[src/rtl/gascon_round_sequencer.sv]
// gascon_round_sequencer: multi-round controller for one single-round Gascon core.
// Accepts a state and round count, drives the core once per round (reset pulse,
// then enable until done), feeds each core result back, and returns the final state.
// Optional feature macro: GASCON_SEQ_WATCHDOG_EN adds a per-round watchdog that
// aborts to OUT and raises a sticky wd_error when the core never signals done.
module gascon_round_sequencer #(
    parameter int CWIDTH     = 320,
    parameter int RWIDTH     = 16,
    parameter int MAX_ROUNDS = 12,
    parameter int WD_LIMIT   = 255
) (
    input  logic              clk,
    input  logic              reset,
    input  logic              in_valid,
    output logic              in_ready,
    input  logic [CWIDTH-1:0] in_state,
    input  logic [3:0]        in_rounds,
    output logic              out_valid,
    input  logic              out_ready,
    output logic [CWIDTH-1:0] out_state,
    output logic              busy,
    output logic [CWIDTH-1:0] core_c,
    output logic [RWIDTH-1:0] core_round,
    output logic              core_reset,
    output logic              core_en,
    input  logic [CWIDTH-1:0] core_cout,
    input  logic              core_done,
    output logic              wd_error
);

    typedef enum logic [1:0] {
        ST_IDLE     = 2'd0,
        ST_CORE_RST = 2'd1,
        ST_CORE_RUN = 2'd2,
        ST_OUT      = 2'd3
    } state_t;

    // Round indices run from MAX_ROUNDS-n up to MAX_ROUNDS-1, so 4 bits never wrap.
    localparam logic [3:0] MAX_R4  = 4'(MAX_ROUNDS);
    localparam logic [3:0] LAST_R4 = 4'(MAX_ROUNDS - 1);

    state_t            state_r;
    state_t            state_next_s;
    logic [CWIDTH-1:0] state_reg_r;
    logic [CWIDTH-1:0] state_reg_next_s;
    logic [3:0]        round_ctr_r;
    logic [3:0]        round_ctr_next_s;
    logic [3:0]        n_rounds_s;
    logic              wd_trip_s;
    logic              in_ready_r;
    logic              out_valid_r;
    logic              busy_r;
    logic              core_en_r;
    logic              core_reset_r;

    // Requested round count clamped to a full permutation.
    always_comb begin
        n_rounds_s = in_rounds;
        if (in_rounds > MAX_R4) begin
            n_rounds_s = MAX_R4;
        end else begin
            n_rounds_s = in_rounds;
        end
    end

    // Next-state, state-register and round-counter logic.
    always_comb begin
        state_next_s     = state_r;
        state_reg_next_s = state_reg_r;
        round_ctr_next_s = round_ctr_r;
        case (state_r)
            ST_IDLE: begin
                if (in_valid && in_ready_r) begin
                    state_reg_next_s = in_state;
                    round_ctr_next_s = MAX_R4 - n_rounds_s;
                    if (n_rounds_s == 4'd0) begin
                        state_next_s = ST_OUT;
                    end else begin
                        state_next_s = ST_CORE_RST;
                    end
                end else begin
                    state_next_s = ST_IDLE;
                end
            end
            ST_CORE_RST: begin
                state_next_s = ST_CORE_RUN;
            end
            ST_CORE_RUN: begin
                if (core_done) begin
                    state_reg_next_s = core_cout;
                    if (round_ctr_r == LAST_R4) begin
                        state_next_s = ST_OUT;
                    end else begin
                        round_ctr_next_s = round_ctr_r + 4'd1;
                        state_next_s     = ST_CORE_RST;
                    end
                end else if (wd_trip_s) begin
                    state_next_s = ST_OUT;
                end else begin
                    state_next_s = ST_CORE_RUN;
                end
            end
            ST_OUT: begin
                if (out_ready) begin
                    state_next_s = ST_IDLE;
                end else begin
                    state_next_s = ST_OUT;
                end
            end
            default: begin
                state_next_s = ST_IDLE;
            end
        endcase
    end

    // State, datapath and output registers; outputs are decoded from the next state
    // so they change on the same edge as the FSM and never glitch.
    always_ff @(posedge clk or negedge reset) begin
        if (!reset) begin
            state_r      <= ST_IDLE;
            state_reg_r  <= '0;
            round_ctr_r  <= 4'd0;
            in_ready_r   <= 1'b0;
            out_valid_r  <= 1'b0;
            busy_r       <= 1'b0;
            core_en_r    <= 1'b0;
            core_reset_r <= 1'b1;
        end else begin
            state_r      <= state_next_s;
            state_reg_r  <= state_reg_next_s;
            round_ctr_r  <= round_ctr_next_s;
            in_ready_r   <= (state_next_s == ST_IDLE);
            out_valid_r  <= (state_next_s == ST_OUT);
            busy_r       <= (state_next_s != ST_IDLE);
            core_en_r    <= (state_next_s == ST_CORE_RUN);
            core_reset_r <= (state_next_s != ST_CORE_RUN);
        end
    end

`ifdef GASCON_SEQ_WATCHDOG_EN
    localparam logic [7:0] WD_LAST = 8'(WD_LIMIT - 1);

    logic [7:0] wd_cnt_r;
    logic       wd_error_r;

    assign wd_trip_s = (state_r == ST_CORE_RUN) && !core_done && (wd_cnt_r == WD_LAST);

    // Cycles spent waiting for core_done in the current round; cleared outside CORE_RUN.
    always_ff @(posedge clk or negedge reset) begin
        if (!reset) begin
            wd_cnt_r <= 8'd0;
        end else if (state_r != ST_CORE_RUN) begin
            wd_cnt_r <= 8'd0;
        end else if (!core_done) begin
            wd_cnt_r <= wd_cnt_r + 8'd1;
        end else begin
            wd_cnt_r <= wd_cnt_r;
        end
    end

    // Sticky watchdog flag, cleared only by reset.
    always_ff @(posedge clk or negedge reset) begin
        if (!reset) begin
            wd_error_r <= 1'b0;
        end else if (wd_trip_s) begin
            wd_error_r <= 1'b1;
        end else begin
            wd_error_r <= wd_error_r;
        end
    end

    assign wd_error = wd_error_r;
`else
    assign wd_trip_s = 1'b0;
    assign wd_error  = 1'b0;
`endif

    assign in_ready   = in_ready_r;
    assign out_valid  = out_valid_r;
    assign busy       = busy_r;
    assign core_en    = core_en_r;
    assign core_reset = core_reset_r;
    assign out_state  = state_reg_r;
    assign core_c     = state_reg_r;
    assign core_round = {{(RWIDTH-4){1'b0}}, round_ctr_r};

endmodule
[config.mk]
export PLATFORM = sky130hd
export DESIGN_NAME = gascon_round_sequencer
export DESIGN_NICKNAME = d
export VERILOG_FILES = /design/src/rtl/gascon_round_sequencer.sv
export SDC_FILE = /design/constraint.sdc
export NUM_CORES = 1
export LEC_CHECK = 0
export BUFFER_PORTS_ARGS = -buffer_cell sky130_fd_sc_hd__buf_2
export CAP_MARGIN = 20
export CORE_AREA = 2 2 515 517
export CTS_CLUSTER_SIZE = 16
export DETAILED_ROUTE_END_ITERATION = 8
export DIE_AREA = 0 0 517 519
export PLACE_DENSITY = 0.3
export REMOVE_ABC_BUFFERS = 1
export SLEW_MARGIN = 20
export SYNTH_ARGS = -nofsm -noshare
export SYNTH_HDL_FRONTEND = slang
export SYNTH_SLANG_ARGS = --single-unit
[constraint.sdc]
create_clock -name clk -period 3.6 [get_ports clk]
set_clock_uncertainty 0.2 [all_clocks]
set_input_delay 0.18 -clock clk [delete_from_list [all_inputs] [get_ports clk]]
set_output_delay 0.18 -clock clk [all_outputs]
set_load 0.02 [all_outputs]
==> results.json, run 1 <==
{
  "final_nets": 4415,
  "switching_share_pct": 52.7,
  "max_freq_mhz": 325,
  "holdCritStartpoint": "in_state[129]",
  "net-switching-power_mw": 19.2,
  "cap_violations": 0,
  "synth-seq-cells": 331,
  "cts.htree.levels": 2,
  "p_per_area_nw_per_um2": 1060,
  "port-buffer-count": 1297,
  "worstRegToRegCells": 7,
  "synth_top_cell_area_share_pct": 46.6,
  "grt_first_pass_wirelength_um": 234000,
  "fin_tns_setup_ns": 0,
  "yosys_warnings": 0,
  "outcome": "finished, final reports clean",
  "p_total_mw": 36.5,
  "crit_fanout": 62,
  "yosys.area.top_type": "dfrtp_1",
  "critical_path.max_stage_delay_ns": 0.57,
  "cts.clk_slew.worst_paths_ns": 0.06,
  "clock_latency_ns": 0.67,
  "hold_path.class": "in -> reg",
  "place.gp.congestion": 0.854,
  "rsz0062_at_grt": "false",
  "clock-sinks": 331,
  "routed_wirelength_um": 188000,
  "startpoint_type": "flip-flop",
  "design.die.area_um2": 268000,
  "crit_path_cell_trace": "and4bb_1 > or2_4 > buf_12 > buf_12 > nor2_1 > a31oi_1 > dlygate4sd3_1",
  "fin_area_um2": 34600,
  "routed_via_density": 3.04,
  "worstMarginPinSlew_ns": 0.994,
  "fillerInstances": 30732,
  "antenna_found_initial": 193,
  "start_util_pct": 6.73,
  "r2r_slack_ns": 0.52,
  "post-route-period-util_pct": 85.5,
  "ir_drop_mv": 0.455,
  "reg2reg_to": "core_c[296]",
  "pwr-share-seq_pct": 21.5,
  "cts_tree": "built",
  "pin_count": 1311,
  "track_usage_pct": 13.4,
  "final_hold_viol_count": 0,
  "finalNonFillerCells": 7386,
  "p_leak_nw": 15.0,
  "crit_type": "reg -> reg",
  "wl_per_cell_um": 25.5,
  "grt_pass1_vias": 22579,
  "p_int_mw": 17.3,
  "pwr-share-clk_pct": 14.3,
  "drive_above_1_share_pct": 39.1,
  "timing.final.max_slew_violations": 0,
  "timing.rr.start": "state_r[0]",
  "ys_types": 31,
  "cp_slowest_cell": "dlygate4sd3_1",
  "holdPathStages": 4,
  "cts-root-buf": "clkbuf_16",
  "setup_violations": 0,
  "relSlewSlack_pct": 33.7,
  "die_x_um": 517,
  "post_cts.resized_instances": 0,
  "min_period_ns": 3.08,
  "crit_cells": 7,
  "holdWs_ns": 0.0855,
  "rows": 189,
  "place_inst": 6574,
  "syn2layout_area_growth_pct": 95.1,
  "synthTopCellsByArea": "dfrtp_1 (47%), buf_4 (14%), nand2_1 (14%), a31oi_1 (11%), nor2_1 (6.4%)",
  "worst-path-buf-inv": 3,
  "syn_avg_cell_area_um2": 8.30,
  "drt_iter0_drc": 1018,
  "die_h_um": 519,
  "drtAntennaViolNets": 0,
  "post_dp_cell_area_um2": 26100,
  "worstPathArrival_ns": 3.47,
  "vias": 22476,
  "whs_endpoint": "core_c[129]",
  "dp_hpwl_um": 163000,
  "critPathCaptureType": "flip-flop",
  "drc_errors": 0,
  "clockBufferDepth": 3,
  "fp.coreArea_um2": 263000,
  "cp_common_cell": "buf_12",
  "required_ns": 3.99,
  "syn_area_um2": 17700,
  "gr-total-overflow": 0,
  "critPathTopFamily": "buffers and inverters",
  "yosysSeqAreaShare_pct": 46.7,
  "pwr-share-comb_pct": 64.2,
  "syn_inst": 2138,
  "firstDrtPassIters": 5,
  "cts_buffers": 49,
  "grt_max_degree": 118
}
-- worst reg2reg max path, cell delays in order, from the launching register on --
cell,delay (ns)
dfrtp_1,0.47
and4bb_1,0.40
or2_4,0.40
buf_12,0.27
buf_12,0.45
nor2_1,0.10
a31oi_1,0.15
dlygate4sd3_1,0.57
-- metrics by stage --
| stage | utilization [%] | setup slack [ns] |
|---|---|---|
| 2_1_floorplan | - | -9.38 |
| 3_3_place_gp | 9.91 | 1.08 |
| 3_5_place_dp | 9.91 | 1.09 |
| 4_1_cts | 13.1 | 0.588 |
| 5_1_grt | 13.1 | 0.382 |
| 6_report | 13.1 | 0.523 |
-- logic make-up after synthesis --
group	count (synthesis)	share of synthesized area [%]
adder cells (fa/ha/maj)	2	0.141
buffers and inverters	481	19.1
multiplexers	1	0.0564
other	1	0.0211
AO/OA/AOI/OAI	336	12.6
XOR/XNOR	1	0.0494
AND/OR/NAND/NOR	985	21.3
flip-flops	331	46.7
-- power by group through the flow --
stage               Clock (mW)  Sequential [mW]  Combinational, mW
finish                    5.22             7.85               23.5
global route              5.56             8.09               25.4
CTS                       5.47             7.89               24.1
detailed placement           0             7.93               20.0
global placement             0             7.86               20.1
floorplan                    0             11.6               3.98
-- routing by layer --
metal,up-vias,GRT usage [%],part of all wire (%)
li1,10033,-,-
met1,10709,14.9,38
met2,1269,21.0,44
met3,349,8.39,15
met4,116,4.12,3.4
met5,-,0,0.41
-- flip-flops by register name, summed over array words and instances (netlist names) --
| signal | count |
|---|---|
| in_ready | 1 |
| core_reset | 1 |
| core_c | 320 |
| state_r | 2 |
| core_en | 1 |
| round_ctr_r | 4 |
| busy | 1 |
| out_valid | 1 |
-- cells in the final DEF, fill, tap and decap left out, types with 2 or more instances in the layout --
master            n
buf_2          1296
dlygate4sd3_1   672
nand2_1         650
dfrtp_1         330
nor2_1          303
a31oi_1         301
buf_4            53
diode_2          52
clkbuf_16        51
nor2_2           20
a31oi_2          20
buf_12           19
clkbuf_1         16
conb_1           13
clkbuf_8         12
o21ai_0           5
a21oi_1           4
inv_1             3
bufinv_16         3
inv_6             3
nand3_1           2
and2_1            2
a22o_1            2
ha_1              2
clkinv_2          2
-- worst max path at each step --
| stage | startpoint | to | slack (ns) |
|---|---|---|---|
| after floorplan | state_r[0] | round_ctr_r[2] | -9.38 |
| after global placement | state_r[1] | out_valid | 1.08 |
| after detailed placement | state_r[1] | out_valid | 1.09 |
| after CTS | state_r[0] | core_c[293] | 0.59 |
| after global routing | state_r[0] | core_c[296] | 0.38 |
| final | state_r[0] | core_c[296] | 0.52 |
-- cell usage after synthesis --
cell type and instances:
nor2_1 303, mux2i_1 1, inv_1 3, buf_2 13
nor2b_1 2, buf_6 43, nand2b_1 2, and3b_1 1
o32ai_1 1, ha_1 2, nor3_1 1, a31oi_2 20
dfrtp_1 330, nand2_1 650, nor2_2 20, a31oi_1 301
and4bb_1 1, o21ai_0 5, nand3_1 2, clkbuf_1 89
buf_4 333, and2_1 2, a311oi_1 1, dfstp_2 1
a22o_1 2, xnor2_1 1, a21boi_0 1, or2_1 1
conb_1 1, a2bb2oi_1 1, a21oi_1 4
-- final cells by class --
cell class                 instances  area [µm²]  share of cell area (%)
sequential                       331        8280                    23.9
clock buffer                      79        1500                    4.34
inverter                           3        11.3                  0.0325
timing repair buffer            2041       14000                    40.5
multi-input combinational       1338        6120                    17.7
antenna                           52         130                   0.376
tap                             3533        4420                    12.8
clock inverter                     9         134                   0.387
-- repair_timing --
item,4_1_cts,5_1_grt
endpoints found under the setup margin,0,0
setup buffers,0,0
endpoints found under the hold margin,401,0
hold buffers,672,0
Note: power is estimated with default switching activity, not from simulation.
==> inputs of run 2 (changes only) <==
--- a/config.mk
+++ b/config.mk
@@ -5,12 +5,13 @@
 export SDC_FILE = /design/constraint.sdc
 export NUM_CORES = 1
 export LEC_CHECK = 0
+export ABC_AREA = 1
 export BUFFER_PORTS_ARGS = -buffer_cell sky130_fd_sc_hd__buf_2
 export CAP_MARGIN = 20
-export CORE_AREA = 2 2 515 517
+export CORE_AREA = 2 2 513 515
 export CTS_CLUSTER_SIZE = 16
 export DETAILED_ROUTE_END_ITERATION = 8
-export DIE_AREA = 0 0 517 519
+export DIE_AREA = 0 0 515 517
 export PLACE_DENSITY = 0.3
 export REMOVE_ABC_BUFFERS = 1
 export SLEW_MARGIN = 20
==> results.json, run 2 <==
{
  "outcome": "finished, final reports clean",
  "die_h_um": 517,
  "relSlewSlack_pct": 21.1,
  "crit_type": "reg -> reg",
  "min_period_ns": 3.35,
  "layout_setup_ws_ns": 0.253,
  "critPathCaptureType": "flip-flop",
  "place_inst": 6464,
  "port-buffer-count": 1297,
  "syn_inst": 2196,
  "synth_top_cell_area_share_pct": 43.3,
  "syn2layout_area_growth_pct": 88.7,
  "clockBufferDepth": 3,
  "synth-seq-cells": 331,
  "cp_slowest_cell": "dlygate4sd3_1",
  "synth_ff_type": "dfrtp_1",
  "design.die.area_um2": 266000,
  "holdPathStages": 6,
  "gr-total-overflow": 0,
  "wl_per_cell_um": 25.3,
  "whs_endpoint": "core_c[315]",
  "reg2reg_to": "core_c[21]",
  "grt_first_pass_wirelength_um": 234000,
  "die_x_um": 515,
  "critical_path.max_stage_delay_ns": 0.57,
  "p_total_mw": 34.4,
  "final_hold_viol_count": 0,
  "largest_reg_flops": 320,
  "crit_fanout": 39,
  "cap_violations": 0,
  "setup_violations": 0,
  "required_ns": 4.02,
  "vias": 23354,
  "routed_wirelength_um": 184000,
  "pre_cts_slack_ns": 0.985,
  "regArea_um2": 8280,
  "drt_iter0_drc": 1219,
  "holdCritStartpoint": "in_valid",
  "grt_pass1_vias": 23660,
  "finalNonFillerCells": 7287,
  "async_flop_share_pct": 100,
  "start_util_pct": 7.31,
  "layout_commonest_cell": "buf_2",
  "dp_hpwl_um": 152000,
  "crit_path_cell_trace": "nor2_1 > nand2_8 > nand2_8 > buf_12 > o211ai_1 > dlygate4sd3_1 > nand2_1 > dlygate4sd3_1",
  "cts.htree.levels": 2,
  "firstDrtPassIters": 7,
  "hold_path.class": "in -> reg",
  "post-route-period-util_pct": 93.0,
  "drc_errors": 0,
  "final_nets": 4421,
  "holdWs_ns": 0.136,
  "grt_max_degree": 130,
  "drive_above_1_share_pct": 43.2,
  "yosys_warnings": 0,
  "syn_area_um2": 19100,
  "p_leak_nw": 16.1,
  "worstMarginPinSlew_ns": 1.18,
  "p_per_area_nw_per_um2": 956,
  "track_usage_pct": 13.2,
  "synth_edf_count": 0,
  "post_cts.resized_instances": 0,
  "synthTopCellsByArea": "dfrtp_1 (43%), buf_4 (13%), o211ai_1 (13%), nand3_1 (8.6%), nand2_1 (6.9%)",
  "rows": 188,
  "pin_count": 1311,
  "drtAntennaViolNets": 0,
  "antenna_found_initial": 150,
  "synth_commonest_cells": "nand2_1 (350), buf_4 (337), dfrtp_1 (330)",
  "cts-root-buf": "clkbuf_16",
  "worstPathArrival_ns": 3.77,
  "cts.clk_slew.worst_paths_ns": 0.06,
  "timing.rr.start": "state_r[1]",
  "timing.final.max_slew_violations": 0,
  "layout_common_cells": "buf_2 (1296), dlygate4sd3_1 (672), nand2_1 (349), dfrtp_1 (330), nand3_1 (328)",
  "worstRegToRegCells": 8,
  "ir_drop_mv": 0.580,
  "fin_area_um2": 36000,
  "startpoint_type": "flip-flop",
  "fillerInstances": 30186,
  "place.gp.congestion": 0.836,
  "yosysSeqAreaShare_pct": 43.4,
  "clock-sinks": 331,
  "max_freq_mhz": 299,
  "rsz0062_at_grt": "false",
  "cts_tree": "built",
  "ys_types": 24,
  "synth_most_common_cell": "nand2_1",
  "r2r_slack_ns": 0.25,
  "post_dp_cell_area_um2": 27300,
  "yosys.area.top_type": "dfrtp_1",
  "clock_latency_ns": 0.68,
  "multi_input_area_um2": 7590,
  "routed_via_density": 3.20,
  "cts_buffers": 51,
  "syn_avg_cell_area_um2": 8.69,
  "fp.coreArea_um2": 261000
}
run 2: cell count changes in the layout (fill, tap and decap cells not counted), moves of 26 or more:
cell,change
or2_2,+209
or2_1,+112
o211ai_1,+320
a31oi_1,-301
nand2_1,-301
nand3_1,+326
nor2_1,-298
buf_4,-26
run 2: area by class of cell:
class | instances | share of cell area (%)
timing repair buffer | 2018 | 38.5
sequential | 331 | 23.0
multi-input combinational | 1351 | 21.1
tap | 3420 | 11.9
clock buffer | 70 | 4.02
clock inverter | 24 | 0.948
antenna | 56 | 0.389
inverter | 17 | 0.177
run 2: logic make-up (layout without fill, tap and decap cells):
family | after synthesis | count (layout) | synth area share [%]
buffers and inverters | 526 | 2129 | 17.3
DFF | 331 | 331 | 43.4
xor gates and xnor gates | 1 | 1 | 0.0459
AOI/OAI and AO/OA | 323 | 323 | 12.7
adders and majority gates | 2 | 2 | 0.131
other | 1 | 69 | 0.0196
and+or+nand+nor | 1012 | 1012 | 26.4
run 2: layer usage:
layer  up-vias  track usage [%]  wire, µm
met4        92             4.44      6080
met2      1269             20.4     80600
met1     11333             15.6     73200
met5         -            0.649       818
li1      10383                -         -
met3       277             6.82     23300
run 2: where the power goes:
group	leakage, nW	internal, mW	switching, mW
clock	0.863	3.32	2.23
combinational	11.2	6.94	14.1
sequential	4.06	5.62	2.21
run 2: worst max-delay path: cells and delay by family (launching register included):
family	cells	cell delay, ns
buffers and inverters	3	1.43
and+or+nand+nor	4	1.03
DFF	1	0.45
AOI/OAI and AO/OA	1	0.13
run 2: how the worst max path moves through the flow:
| stage | start | endpoint | slack [ns] | depth (start not counted) |
|---|---|---|---|---|
| after detailed placement | state_r[1] | core_c[202] | 0.99 | 7 |
| final | state_r[1] | core_c[21] | 0.25 | 8 |
| after global routing | state_r[1] | core_c[21] | 0.07 | 8 |
| after floorplan | state_r[0] | round_ctr_r[1] | -8.61 | 6 |
| after global placement | state_r[1] | core_c[103] | 1.0 | 7 |
| after CTS | state_r[1] | core_c[21] | 0.19 | 8 |
run 2: timing repair:
| item | 4_1_cts | 5_1_grt |
|---|---|---|
| buffers inserted | 0 | 0 |
| hold endpoints to repair | 454 | 0 |
| hold buffers | 673 | 0 |
run 2: per-stage QoR:
stage	utilization, %	TNS, ns
after floorplan	-	-2740.81
after global placement	10.5	0
after detailed placement	10.5	0
after CTS	13.7	0
after global routing	13.8	0
final	13.8	0
